--- config.mk ---
export PLATFORM = sky130hd
export DESIGN_NAME = uart_tx_ctrl
export DESIGN_NICKNAME = d
export VERILOG_FILES = /design/src/rtl/uart_tx_ctrl.sv
export SDC_FILE = /design/constraint.sdc
export NUM_CORES = 1
export LEC_CHECK = 0
export ABC_AREA = 1
export CORE_UTILIZATION = 42
export CTS_CLUSTER_DIAMETER = 200
export DETAILED_ROUTE_END_ITERATION = 12
export PLACE_DENSITY_LB_ADDON = 0.08
export SYNTH_ARGS = -nofsm -noshare
export SYNTH_HDL_FRONTEND = slang
export SYNTH_SLANG_ARGS = --single-unit
--- constraint.sdc ---
create_clock -name clk -period 3.2 [get_ports clk]
set_clock_uncertainty 0.15 [all_clocks]
set_input_delay 0.48 -clock clk [delete_from_list [all_inputs] [get_ports clk]]
set_output_delay 0.48 -clock clk [all_outputs]
set_load 0.02 [all_outputs]
--- src/rtl/uart_tx_ctrl.sv ---
// UART transmit controller: a circular byte FIFO feeding a three-state
// launch/handshake sequencer that hands one frame at a time to the transmitter.
//
// state     | meaning
// ----------+------------------------------------------------------------
// IDLE      | no frame in flight; launches when enabled and FIFO has data
// REQ       | start_tx_o held high with data until the transmitter acks
// WAIT_DONE | frame on the wire; data held stable until tx_done_i
module uart_tx_ctrl #(
   parameter int DEPTH = 8,
   parameter int CW    = $clog2(DEPTH) + 1
) (
   input  logic          clk,
   input  logic          reset_n,
   input  logic          tx_en_i,
   input  logic          wr_en_i,
   input  logic [7:0]    wr_data_i,
   input  logic          flush_i,
   output logic          fifo_full_o,
   output logic          fifo_empty_o,
   output logic [CW-1:0] fifo_count_o,
   output logic          overflow_o,
   output logic [31:0]   tx_data_o,
   output logic          start_tx_o,
   input  logic          tx_start_ack_i,
   input  logic          tx_done_i,
   output logic          busy_o,
   output logic          tx_irq_o
);

   localparam int AW = $clog2(DEPTH);

   typedef enum logic [1:0] {
      IDLE      = 2'd0,
      REQ       = 2'd1,
      WAIT_DONE = 2'd2
   } state_t;

   state_t        state_q, state_d;
   logic [AW-1:0] wr_ptr_q, wr_ptr_d;
   logic [AW-1:0] rd_ptr_q, rd_ptr_d;
   logic [CW-1:0] count_q, count_d;
   logic [7:0]    tx_byte_q, tx_byte_d;
   logic          start_q, start_d;
   logic          ovf_q, ovf_d;
   logic          irq_q, irq_d;
   logic [7:0]    mem_q [DEPTH];

   logic full, empty, push, pop;

   assign full  = (count_q == CW'(DEPTH));
   assign empty = (count_q == '0);
   // Flush wins over both FIFO ports; a full FIFO drops the push even if a pop frees a slot.
   assign push  = wr_en_i && !full && !flush_i;
   assign pop   = (state_q == IDLE) && tx_en_i && !empty && !flush_i;

   // Next-state computation for FIFO bookkeeping and the launch sequencer.
   always_comb begin
      state_d   = state_q;
      wr_ptr_d  = wr_ptr_q;
      rd_ptr_d  = rd_ptr_q;
      count_d   = count_q;
      tx_byte_d = tx_byte_q;
      start_d   = start_q;
      ovf_d     = wr_en_i && full && !flush_i;
      irq_d     = 1'b0;

      if (flush_i) begin
         wr_ptr_d = '0;
         rd_ptr_d = '0;
         count_d  = '0;
      end else begin
         if (push) wr_ptr_d = wr_ptr_q + AW'(1);
         if (pop)  rd_ptr_d = rd_ptr_q + AW'(1);
         count_d = count_q + CW'(push) - CW'(pop);
      end

      case (state_q)
         IDLE: begin
            if (pop) begin
               state_d   = REQ;
               tx_byte_d = mem_q[rd_ptr_q];
               start_d   = 1'b1;
            end
         end
         REQ: begin
            // tx_done_i is deliberately ignored here; only the ack moves us on.
            if (tx_start_ack_i) begin
               state_d = WAIT_DONE;
               start_d = 1'b0;
            end
         end
         WAIT_DONE: begin
            start_d = 1'b0;
            if (tx_done_i) begin
               state_d = IDLE;
               irq_d   = (count_d == '0);
            end
         end
         default: begin
            state_d = IDLE;
            start_d = 1'b0;
         end
      endcase
   end

   // State and output registers with synchronous active-low reset.
   always_ff @(posedge clk) begin
      if (!reset_n) begin
         state_q   <= IDLE;
         wr_ptr_q  <= '0;
         rd_ptr_q  <= '0;
         count_q   <= '0;
         tx_byte_q <= '0;
         start_q   <= 1'b0;
         ovf_q     <= 1'b0;
         irq_q     <= 1'b0;
      end else begin
         state_q   <= state_d;
         wr_ptr_q  <= wr_ptr_d;
         rd_ptr_q  <= rd_ptr_d;
         count_q   <= count_d;
         tx_byte_q <= tx_byte_d;
         start_q   <= start_d;
         ovf_q     <= ovf_d;
         irq_q     <= irq_d;
      end
   end

   // FIFO storage; contents are don't-care after reset since the pointers are cleared.
   always_ff @(posedge clk) begin
      if (reset_n && push) mem_q[wr_ptr_q] <= wr_data_i;
   end

   assign fifo_full_o  = full;
   assign fifo_empty_o = empty;
   assign fifo_count_o = count_q;
   assign overflow_o   = ovf_q;
   assign tx_data_o    = {24'h0, tx_byte_q};
   assign start_tx_o   = start_q;
   assign busy_o       = (state_q != IDLE) || !empty;
   assign tx_irq_o     = irq_q;

endmodule

# After elaboration in Yosys (flattened, before gate mapping)
# Memories as Yosys holds them, arrays and structs flattened. A register that Yosys moved wholly into a read port is not among the register bits.
# Cells that the tools add are included.
# totals
ramBits,64
in_bits,15
elab_cells,51
out_inout_bits,42
ff_bits,15
memories,1
# memory_table
memory,words,word_bits,rd,rd_ports_with_merged_regs,write_ports,line_no,source
mem_q,8,8,1,1,1,47,logic [7:0] mem_q [DEPTH];
# op_classes
n_reduce_logical,22
addsub,4
mux,10
n_bitwise,1
n_eq_ne,6
# op_table
op,n
$logic_and A1 B1 Y1,8
$logic_not A4 Y1,2
$add A3 B1 Y3 const B,2
$mux W2,3
$ne A2 B2 Y1 const B,3
$pmux W2 S3,1
$reduce_and A3 Y1,2
$add A4 B1 Y4,1
$eq A4 B4 Y1 const B,1
$logic_not A1 Y1,4
$mux W1,4
$mux W4,1
$reduce_and A2 Y1,2
$sub A4 B1 Y4,1
$eq A2 B1 Y1 const B,1
$eq A2 B2 Y1 const B,1
$logic_not A2 Y1,1
$pmux W1 S2,1
$reduce_bool A2 Y1,1
$reduce_or A2 Y1,1
$logic_or A1 B1 Y1,1
$not A1 Y1,1

# Logic depth before layout (Yosys ltp)
# Gate-level depths: netlist (run 1).
# logic_depth
word_depth,8
depth_mapped,14
depth_no_buf,14

# Worst setup path before layout (run 1)
# Ideal clock, no wire load.
# synth_timing
kind,register to register
startpoint,register count_q[2] (netlist: fifo_count_o[2])
endpoint,register irq_q (netlist: tx_irq_o)
path_slack_ps,428
path_buffers,0
arrival_ps,2566
setup_ps,56
path_stages_with_launch,15
synth_period_minus_slack_ps,2772
required_ps,2994
cell_sequence,dfxtp_1 inv_1 ha_1 nor3b_2 nor2_1 nand2_1 ha_1 inv_1 ha_1 fa_1 xnor2_1 nand3_1 a21oi_1 nand2_1 inv_1
# synth_via
elab_chain_len,8
word_cells_on_any_way,12
classes_between,add/sub (2); eq/ne (1); mux (1); reduce/logical (8)
# synth_rtl
element,line_no,source
from (decl),42,"logic [CW-1:0] count_q, count_d;"
from (signal assigned),122,count_q <= count_d;
$eq A4 B4 Y1,51,assign full = (count_q == CW'(DEPTH));
named net fifo_full_o,19,"output logic fifo_full_o,"
$logic_not A1 Y1,54,assign push = wr_en_i && !full && !flush_i;
$logic_and A1 B1 Y1 (2 in series),54,
$add A4 B1 Y4,75,count_d = count_q + CW'(push) - CW'(pop);
$sub A4 B1 Y4,75,
$mux W4,68,if (flush_i) begin
$logic_not A4 Y1,97,irq_d = (count_d == '0);
to (signal assigned),126,irq_q <= irq_d;
to (decl),46,"logic irq_q, irq_d;"
# The timed path passes the listed nets, and every way through them passes these cells.
# A chain may end at the register's enable or synchronous reset.

# Worst setup path after layout (run 1)
# layout_timing
startpoint,register count_q[2] (netlist: fifo_count_o[2])
endpoint,register irq_q (netlist: tx_irq_o)
# layout_via
elab_chain_len,8
word_cells_on_any_way,12
classes_between,add/sub (2); eq/ne (1); mux (1); reduce/logical (8)
# layout_rtl
element,line_no
$eq A4 B4 Y1,51
$logic_not A1 Y1,54
$logic_and A1 B1 Y1 (2 in series),54
$add A4 B1 Y4,75
$sub A4 B1 Y4 *,75
$mux W4 *,68
$logic_not A4 Y1 *,97
# Every way passes the cells marked *; elsewhere a longest branch is shown, timed or not.

==> metrics.txt, run 1 <==
CP arrival=2.84 ns; worst vdd ir=about 230 µV; WL/cell=approximately 14 µm; Core Rows=35; Synth Register Bits=between 80 and 90; number of max-cap violations=0; DP HPWL=5360 µm; initial antenna violation count=0; Synth Area in Compound Gates=0.0265; post-CTS setup buffer count=0; worst reg-to-reg setup slack=roughly 0.50 ns; Vias/cell=between 4 and 5; Unique masters post-synth=28; CTS buffer count=9; Die Height=roughly 99 µm; Place WS=0.262 ns; Hold Crit Depth=2; Crit path required time=between 3 and 4 ns; Fill cells=894; Fin. Hold Viols=0; Slew @ Worst Pin=~0.57 ns; Syn Area/Cell=9.59 µm²; htree depth=3; nets@finish=around 480; relative slew slack=0.619; Hold Path Class=reg2reg; Core ar.=9200 µm²; combinational family with the most area after synthesis=simple AND/OR/NAND/NOR gates; P per Cell Area=between 400 and 500 nW/µm²; Setup TNS=0 ns; Clk Latency, worst-skew pair=between 0.3 and 0.4 ns; CTS max path bufs=2; largest net degree at the start of global routing=36; Cells after Synth=~410; Yosys warning count=0; worst hold margin=~0.31 ns; Pleak=~1.9 nW; CTS tree=built; cells on worst reg2reg path=14; Final WS setup=0.497 ns; vias=about 2700; crit path capture type=register; Hold Startpoint=tx_byte_q[6]; I/O Buffers=32; antenna diode count=0; number of global-route vias before repair=2500; IO Pins=between 50 and 60; post-cts hold buffer count=0; first-pass GRT wire length=approximately 13000 µm; Chip Width=99.2 µm; kind of critical path=reg2reg; total wire length=8320 µm; Post-Synth Adder-Cell Area=0.0303; xor/xnor cell area share of the yosys netlist=0.00441; run status=completed; CTS Sinks=87; RSZ-0062 raised after global routing=no; Initial Util=0.432; Synth Area in Simple Gates=0.209; Mapped Area=~4000 µm²; RR Startpoint=fifo_count_o[2]; Finished Layout Cells=between 500 and 600; GPL Wtd Cong=about 0.83; Post-CTS Resized=0; DRC violations left=0; overall routing resource usage=0.183; die footprint=roughly 9800 µm²; Area Growth Syn to Fin=14.6%; sequential share of the synthesized area=0.600; CP Max Fanout=4; register clock-pin slew on the reported worst setup and hold paths=~0.08 ns; share of layout cells above drive strength 1=0.0817; initial DRC count=130; fmax=about 370 MHz; TritonRoute pass-1 iters=4; total grt overflow=0; Detail Route Antenna Nets=0; multiplexer share of the synthesized area=0; CTS root buffer=clkbuf_8; final worst path period need=2.70 ns; Startpoint Class=register; worst setup path start=fifo_count_o[2]; Setup violations, final=0; placed cell count=560; Slew Limit Fails=0; post-route clock period utilization=0.845
## cell families (layout without fill, tap and decap cells)
logic type	after synthesis	after routing
XOR/XNOR	2	2
other	1	24
adder cells (fa/ha/maj)	9	9
AO/OA/AOI/OAI	21	21
flip-flops	87	87
AND/OR/NAND/NOR	188	188
buffers and inverters	106	134
## path summary, 6_finish.rpt
path | end
worst max register to register | tx_irq_o
worst min-delay path | tx_byte_q[6]
worst max-delay path | tx_irq_o
worst min register to register | tx_byte_q[6]
## flip-flops by register name, indices dropped and copies added (netlist names)
signal / cells
tx_byte_q: 8
rd_ptr_q: 3
fifo_count_o: 4
overflow_o: 1
state_q: 2
mem_q: 64
tx_irq_o: 1
wr_ptr_q: 3
start_tx_o: 1
## synth_stat cells
master,number,share of area
nand2_1,102,0.096
inv_1,65,0.061
edfxtp_1,64,0.48
nand3_1,52,0.066
buf_4,25,0.047
dfxtp_1,23,0.12
nor2_1,23,0.022
a21oi_1,15,0.019
buf_2,10,0.013
ha_1,8,0.025
o21ai_0,6,0.0076
clkinv_1,2,0.0019
inv_2,2,0.0019
nor2_4,2,0.0057
nor3_1,2,0.0025
and3_1,1,0.0016
buf_6,1,0.0028
clkbuf_1,1,0.00094
conb_1,1,0.00094
fa_1,1,0.0050
nand2_2,1,0.0016
nand3_2,1,0.0025
nand3b_1,1,0.0019
nand4_1,1,0.0016
nor3b_2,1,0.0032
nor3b_4,1,0.0047
xnor2_1,1,0.0022
xor2_1,1,0.0022
## layout by cell type (no fill, tap or decap)
cell type	instances
buf_4	17
nor2_4	2
nand3_2	1
fa_1	1
xnor2_1	1
nor3b_2	1
nor2_1	23
ha_1	8
edfxtp_1	64
clkbuf_1	3
conb_1	24
nand2_1	102
dfxtp_1	23
nor3_1	2
clkdlybuf4s50_1	32
clkinv_1	2
and3_1	1
nand2_2	1
clkbuf_8	9
inv_2	2
a21oi_1	15
nand3b_1	1
xor2_1	1
inv_1	65
clkinvlp_4	2
o21ai_0	6
nand4_1	1
clkinv_2	2
nand3_1	52
nor3b_4	1
## power by group
group	switching, mW	leakage, nW	internal [mW]
registers	0.00789	0.762	1.22
clock network	0.365	0.0764	0.281
logic	0.111	1.09	0.0629
## layout make-up
class | count | area, µm² | area share
Clock buffer | 12 | 135 | 0.0297
Tap cell | 111 | 139 | 0.0305
Multi-Input combinational cell | 244 | 1160 | 0.255
Inverter | 69 | 259 | 0.0569
Timing Repair Buffer | 49 | 448 | 0.0984
Sequential cell | 87 | 2380 | 0.524
Clock inverter | 4 | 25.0 | 0.00550
## layer usage
| layer | vias up | share of wire | wire length [µm] | GRT usage |
|---|---|---|---|---|
| met1 | 1237 | 0.51 | 4270 | 0.261 |
| met5 | - | 0 | 0 | 0 |
| li1 | 1364 | - | - | - |
| met3 | 6 | 0.031 | 257 | 0.0401 |
| met2 | 53 | 0.45 | 3740 | 0.282 |
| met4 | 0 | 0.0070 | 58 | 0.0509 |
## worst max-delay path, cell delays in order, from the launching register on
cell and delay, ns:
dfxtp_1 0.33, inv_1 0.07, ha_1 0.20, nor3b_2 0.17, nor2_1 0.13, nand2_1 0.12, ha_1 0.29, inv_1 0.04
ha_1 0.19, fa_1 0.38, xnor2_1 0.22, nand3_1 0.12, a21oi_1 0.14, nand2_1 0.06, inv_1 0.04
## metrics by stage
step	area [µm²]	util	power, mW
CTS	4550	0.495	2.07
floorplan	4060	-	1.38
global placement	4390	0.477	1.43
global route	4550	0.495	2.14
finish	4550	0.495	2.05
detailed placement	4390	0.477	1.43
(Power assumes the default switching activity.)
==> run 2: changes to the inputs <==
==> constraint.sdc (replaced) <==
create_clock -name clk -period 2.52 [get_ports clk]
set_clock_uncertainty 0.15 [all_clocks]
set_input_delay 0.378 -clock clk [delete_from_list [all_inputs] [get_ports clk]]
set_output_delay 0.378 -clock clk [all_outputs]
set_load 0.02 [all_outputs]
==> run 2 against run 1 <==
Non-clock buffer count is 8 higher. Wire length is 3.8% higher. Worst hold slack better by 0.0012 ns. Sequential cell count stayed put. First-iteration DRC count is 10% lower. Critical endpoint unchanged. Highest routed layer unchanged.
==> metrics.txt, run 2 (synthesized netlist as in run 1, its figures left out) <==
CP arrival=2.62 ns (was 2.84 ns); Fin. Hold Viols=0 (unchanged); Fill cells=858 (was 894); total grt overflow=0 (unchanged); Setup violations, final=0 (unchanged); CP Max Fanout=3 (was 4); CTS root buffer=clkbuf_8 (unchanged); cells on worst reg2reg path=14 (unchanged); Area Growth Syn to Fin=19.0% (was 14.6%); Core ar.=9200 µm² (unchanged); htree depth=3 (unchanged); Worst path slowest cell=dfxtp_4 (was fa_1); Startpoint Class=register (unchanged); Setup TNS=0 ns (unchanged); CP dominant cell by count=ha_4; CTS tree=built (unchanged); CTS buffer count=9 (unchanged); GPL Wtd Cong=0.749 (was 0.826); max reg flops=64 (unchanged); r2r endpoint=tx_irq_o (unchanged); Slew Limit Fails=0 (unchanged); RR Startpoint=fifo_count_o[2] (unchanged); relative slew slack=0.582 (was 0.619); DP HPWL=5600 µm (was 5360 µm); Hold Path Class=reg2reg (unchanged); CTS max path bufs=2 (unchanged); most common cell after layout, fill and taps aside=nand2_1 (unchanged); initial antenna violation count=0 (unchanged); number of global-route vias before repair=2493 (was 2500); WP buf/inv=3 (unchanged); I/O Buffers=32 (unchanged); post-layout util=0.514 (was 0.495); worst path cell trace=inv_6, ha_4, nor3b_4, nor2_2, nand2_2, ha_4, inv_2, ha_4, fa_2, xnor2_2, nand3_2, a21oi_2, nand2_1, inv_1 (was inv_1, ha_1, nor3b_2, nor2_1, nand2_1, ha_1, inv_1, ha_1, fa_1, xnor2_1, nand3_1, a21oi_1, nand2_1, inv_1); run status=completed (unchanged); final worst path period need=2.48 ns (was 2.70 ns); most frequent cells in the layout=nand2_1 (101), edfxtp_1 (64), inv_1 (61) (was nand2_1 (102), inv_1 (65), edfxtp_1 (64)); WP depth=14 (unchanged); crit path capture type=register (unchanged); RSZ-0062 raised after global routing=yes (was no); worst reg-to-reg setup slack=0.04 ns (was 0.50 ns); post-route clock period utilization=0.983 (was 0.845); Initial Util=0.432 (unchanged); vias=2760 (was 2660); Top reg by flops=mem_q (unchanged); area of the multi-input gates=1240 µm² (was 1160 µm²); largest net degree at the start of global routing=33 (was 36); WL/cell=14.8 µm (was 14.4 µm); DRC violations left=0 (unchanged); TritonRoute pass-1 iters=5 (was 4); Detail Route Antenna Nets=0 (unchanged); first-pass GRT wire length=13600 µm (was 13300 µm); overall routing resource usage=0.189 (was 0.183); Die Height=99.2 µm (unchanged); total wire length=8640 µm (was 8320 µm); antenna diode count=0 (unchanged); Clk Latency, worst-skew pair=0.35 ns (was 0.34 ns); kind of critical path=reg2reg (unchanged); worst setup path start=fifo_count_o[2] (unchanged); IO Pins=57 (unchanged); Critical Path Max Stage Delay=0.37 ns (was 0.38 ns); Pleak=2.00 nW (was 1.93 nW); nets@finish=492 (was 484); Sequential cell area=2390 µm² (was 2380 µm²); CP endpoint=tx_irq_o (unchanged); initial DRC count=117 (was 130); top cell family by delay on the critical path=adder cells (unchanged); Crit path required time=2.66 ns (was 3.34 ns); Core Rows=35 (unchanged); share of layout cells above drive strength 1=0.137 (was 0.0817); P per Cell Area=580 nW/µm² (was 450 nW/µm²); fmax=404 MHz (was 370 MHz); CTS Sinks=87 (unchanged); Slew @ Worst Pin=0.624 ns (was 0.571 ns); worst vdd ir=261 µV (was 234 µV); die footprint=9850 µm² (unchanged); number of max-cap violations=0 (unchanged); Vias/cell=4.73 (was 4.62); register clock-pin slew on the reported worst setup and hold paths=0.08 ns (about the same); Chip Width=99.2 µm (unchanged)
[run 2: how the worst min path moves through the flow]
stage | to | start | slack, ns | depth (start not counted)
CTS | tx_byte_q[3] | tx_byte_q[3] | 0.32 | 2
global route | tx_byte_q[5] | tx_byte_q[5] | 0.33 | 2
detailed placement | tx_byte_q[3] | tx_byte_q[3] | 0.31 | 2
finish | tx_byte_q[3] | tx_byte_q[3] | 0.32 | 2
floorplan | wr_ptr_q[0] | wr_ptr_q[0] | 0.33 | 2
global placement | tx_byte_q[3] | tx_byte_q[3] | 0.30 | 2
[run 2: where the power goes]
group	internal, mW	switching [mW]
Sequential	1.55	0.0116
Clock	0.437	0.489
Combinational	0.0996	0.153
Total	2.09	0.654
[run 2: repair_timing]
action	4_1_cts	5_1_grt
pin swaps	0	9
hold buffers	0	0
hold endpoints to repair	0	0
resized for setup	2	8
buffers inserted	0	3
setup endpoints to repair	1	1
[run 2: area by class of cell]
class                   instances  share of cell area
clock buffers                  14              0.0358
inverters                      69              0.0559
flip-flops and latches         87               0.505
multi-input cells             244               0.263
repair buffers                 57               0.108
well taps                     111              0.0294
clock inverters                 2             0.00291
[run 2: worst register-to-register path, stage by stage, from the launching register on]
cell and delay (ns):
dfxtp_4 0.37, inv_6 0.04, ha_4 0.14, nor3b_4 0.15, nor2_2 0.12, nand2_2 0.09
ha_4 0.27, inv_2 0.03, ha_4 0.16, fa_2 0.37, xnor2_2 0.20, nand3_2 0.11
a21oi_2 0.14, nand2_1 0.06, inv_1 0.05
[run 2: per-stage QoR]
step	instance area [µm²]	hold WS, ns	worst slack (ns)	power, mW	instances
after detailed placement	4470	0.308	-0.152	1.83	565
after floorplan	4100	0.326	-0.0779	1.76	437
after CTS	4670	0.321	0.00324	2.75	581
after global placement	4470	0.305	-0.0927	1.83	565
after global routing	4720	0.332	-0.0488	2.83	584
final	4720	0.316	0.0441	2.74	584
[run 2: metal layers]
layer	vias to the layer above	GRT usage	routed length [µm]
li1	1382	-	-
met1	1299	0.271	4300
met2	67	0.283	3900
met3	12	0.0309	299
met4	0	0.0803	148
met5	-	0	0
==> run 3: changes to the inputs <==
==> constraint.sdc (replaced) <==
create_clock -name clk -period 2.52 [get_ports clk]
set_clock_uncertainty 0.15 [all_clocks]
set_input_delay 0.252 -clock clk [delete_from_list [all_inputs] [get_ports clk]]
set_output_delay 0.252 -clock clk [all_outputs]
set_load 0.02 [all_outputs]
==> run 3 against run 2 <==
Final area shrank 1.7%. Die area did not move. Via count down 3.9%. Worst hold slack improved by 0.0016 ns. Critical endpoint unchanged. Combinational power down 6%. Fmax decreased by 1.7%. Wire length down 2.0%. Non-clock buffer count is 5 lower. Setup slack worse by 0.042 ns. Largest cell class unchanged. Sequential power hardly changed. Highest routed layer unchanged. Core utilization fell by 0.90 points. Sequential share of layout area rose by 0.90 points.
==> metrics.txt, run 3 (synthesized netlist as in run 1, its figures left out) <==
max reg flops=64 (unchanged); nets@finish=487 (was 492); met2 wire length=3800 µm (was 3900 µm); RSZ-0062 raised after global routing=yes (unchanged); worst reg-to-reg setup slack=0.002 ns (was 0.04 ns); CP dominant cell by count=inv_1 (was ha_4); fmax=397 MHz (was 404 MHz); TritonRoute pass-1 iters=4 (was 5); CP Max Fanout=3 (unchanged); final worst path period need=2.52 ns (was 2.48 ns); Initial Util=0.432 (unchanged); GPL Wtd Cong=0.759 (was 0.749); CP arrival=2.68 ns (was 2.62 ns); vias=2652 (was 2760); Setup TNS=0 ns (unchanged); overall routing resource usage=0.185 (was 0.189); Crit path required time=2.68 ns (was 2.66 ns); DP HPWL=5550 µm (was 5600 µm); Total Power=2.67 mW (was 2.74 mW); total grt overflow=0 (unchanged); register clock-pin slew on the reported worst setup and hold paths=0.09 ns (was 0.08 ns); number of max-cap violations=0 (unchanged); kind of critical path=reg2reg (unchanged); Top reg by flops=mem_q (unchanged); IO Pins=57 (unchanged); worst vdd ir=290 µV (was 261 µV); placed cell count=563 (was 565); WL/cell=14.6 µm (was 14.8 µm); Startpoint Class=register (unchanged); Pleak=1.94 nW (was 2.00 nW); die footprint=9850 µm² (unchanged); crit path capture type=register (unchanged); Final Cell Area=4640 µm² (was 4720 µm²); Fin. Hold Viols=0 (unchanged); htree depth=3 (unchanged); initial DRC count=155 (was 117); Area Growth Syn to Fin=16.9% (was 19.0%); Hold EP=tx_byte_q[3] (unchanged); Setup violations, final=0 (unchanged); Hold Startpoint=tx_byte_q[3] (unchanged); first-pass GRT wire length=13500 µm (was 13600 µm); Slew @ Worst Pin=0.580 ns (was 0.624 ns); largest net degree at the start of global routing=33 (unchanged); DP Area=4460 µm² (was 4470 µm²); Clk Latency, worst-skew pair=0.36 ns (was 0.35 ns); Vias/cell=4.58 (was 4.73); Hold Crit Depth=2 (unchanged); CTS Sinks=87 (unchanged); Core Rows=35 (unchanged); CTS root buffer=clkbuf_8 (unchanged); RR Startpoint=fifo_count_o[2] (unchanged); r2r endpoint=tx_irq_o (unchanged); run status=completed (unchanged); Worst path slowest cell=dfxtp_4 (unchanged); Finished Layout Cells=579 (was 584); post-route clock period utilization=0.999 (was 0.983); DRT met1 WL=4150 µm (was 4300 µm); share of layout cells above drive strength 1=0.113 (was 0.137); P per Cell Area=575 nW/µm² (was 580 nW/µm²); Chip Width=99.2 µm (unchanged); Core ar.=9200 µm² (unchanged); CTS max path bufs=2 (unchanged); most common cell after layout, fill and taps aside=nand2_1 (unchanged); WL met3=339 µm (was 299 µm); CTS tree=built (unchanged); top routing layer in use=met4 (unchanged); antenna diode count=0 (unchanged); worst path cell trace=inv_4, ha_1, nor3b_4, nor2_2, nand2_2, ha_4, inv_1, ha_2, fa_2, xnor2_2, nand3_1, a21oi_1, nand2_1, inv_1 (was inv_6, ha_4, nor3b_4, nor2_2, nand2_2, ha_4, inv_2, ha_4, fa_2, xnor2_2, nand3_2, a21oi_2, nand2_1, inv_1); Slew Limit Fails=0 (unchanged); post-CTS setup buffer count=0 (unchanged); number of global-route vias before repair=2517 (was 2493); CTS buffer count=9 (unchanged); Hold Path Class=reg2reg (unchanged); cells on worst reg2reg path=14 (unchanged); Die Height=99.2 µm (unchanged); total wire length=8470 µm (was 8640 µm); I/O Buffers=32 (unchanged); Detail Route Antenna Nets=0 (unchanged); most frequent cells in the layout=nand2_1 (101), edfxtp_1 (64), inv_1 (63) (was nand2_1 (101), edfxtp_1 (64), inv_1 (61)); relative slew slack=0.611 (was 0.582); initial antenna violation count=0 (unchanged); DRC violations left=0 (unchanged); Critical Path Max Stage Delay=0.37 ns (about the same)
==> run 3: worst max path at each step <==
stage,start,endpoint,depth (start not counted)
floorplan,fifo_count_o[3],tx_irq_o,14
global placement,wr_en_i,tx_irq_o,13
detailed placement,wr_en_i,tx_irq_o,13
CTS,fifo_count_o[2],tx_irq_o,14
global route,fifo_count_o[2],tx_irq_o,14
finish,fifo_count_o[2],tx_irq_o,14
==> run 3: area by class of cell <==
cell class              instances  area (µm²)
inverters                      69         262
fillers                       874        4560
well taps                     111         139
repair buffers                 52         470
multi-input cells             244        1210
flip-flops and latches         87        2390
clock inverters                 7        47.5
clock buffers                   9         124
==> run 3: routing by layer <==
metal / vias to the layer above / track usage
met5: - / 0
met4: 0 / 0.0826
met3: 12 / 0.0288
met2: 59 / 0.281
met1: 1209 / 0.263
li1: 1372 / -
==> run 3: critical path: cells and delay by family (launching register included) <==
| kind | cells | cell delay, ns |
|---|---|---|
| AND/OR/NAND/NOR | 5 | 0.55 |
| XOR/XNOR | 1 | 0.16 |
| adder cells (fa/ha/maj) | 4 | 0.98 |
| buffers and inverters | 3 | 0.12 |
| AO/OA/AOI/OAI | 1 | 0.16 |
| flip-flops | 1 | 0.37 |
==> run 3: where the power goes <==
part	internal [mW]	switching (mW)	leakage, nW
combinational	0.0915	0.147	1.10
clock	0.356	0.513	0.0769
sequential	1.55	0.0115	0.764
total	2.00	0.671	1.94
==> run 3: through the flow <==
stage	worst slack [ns]	util	hold WS, ns
floorplan	-0.0779	-	0.201
global placement	0.0156	0.485	0.304
detailed placement	-0.0488	0.485	0.306
CTS	0.0214	0.505	0.319
global route	-0.0996	0.505	0.329
finish	0.00239	0.505	0.318
==> run 3: repair_timing <==
action | 4_1_cts | 5_1_grt
pin swaps | 1 | 0
endpoints found under the setup margin | 1 | 1
hold buffers | 0 | 0
gates resized for setup | 2 | 0
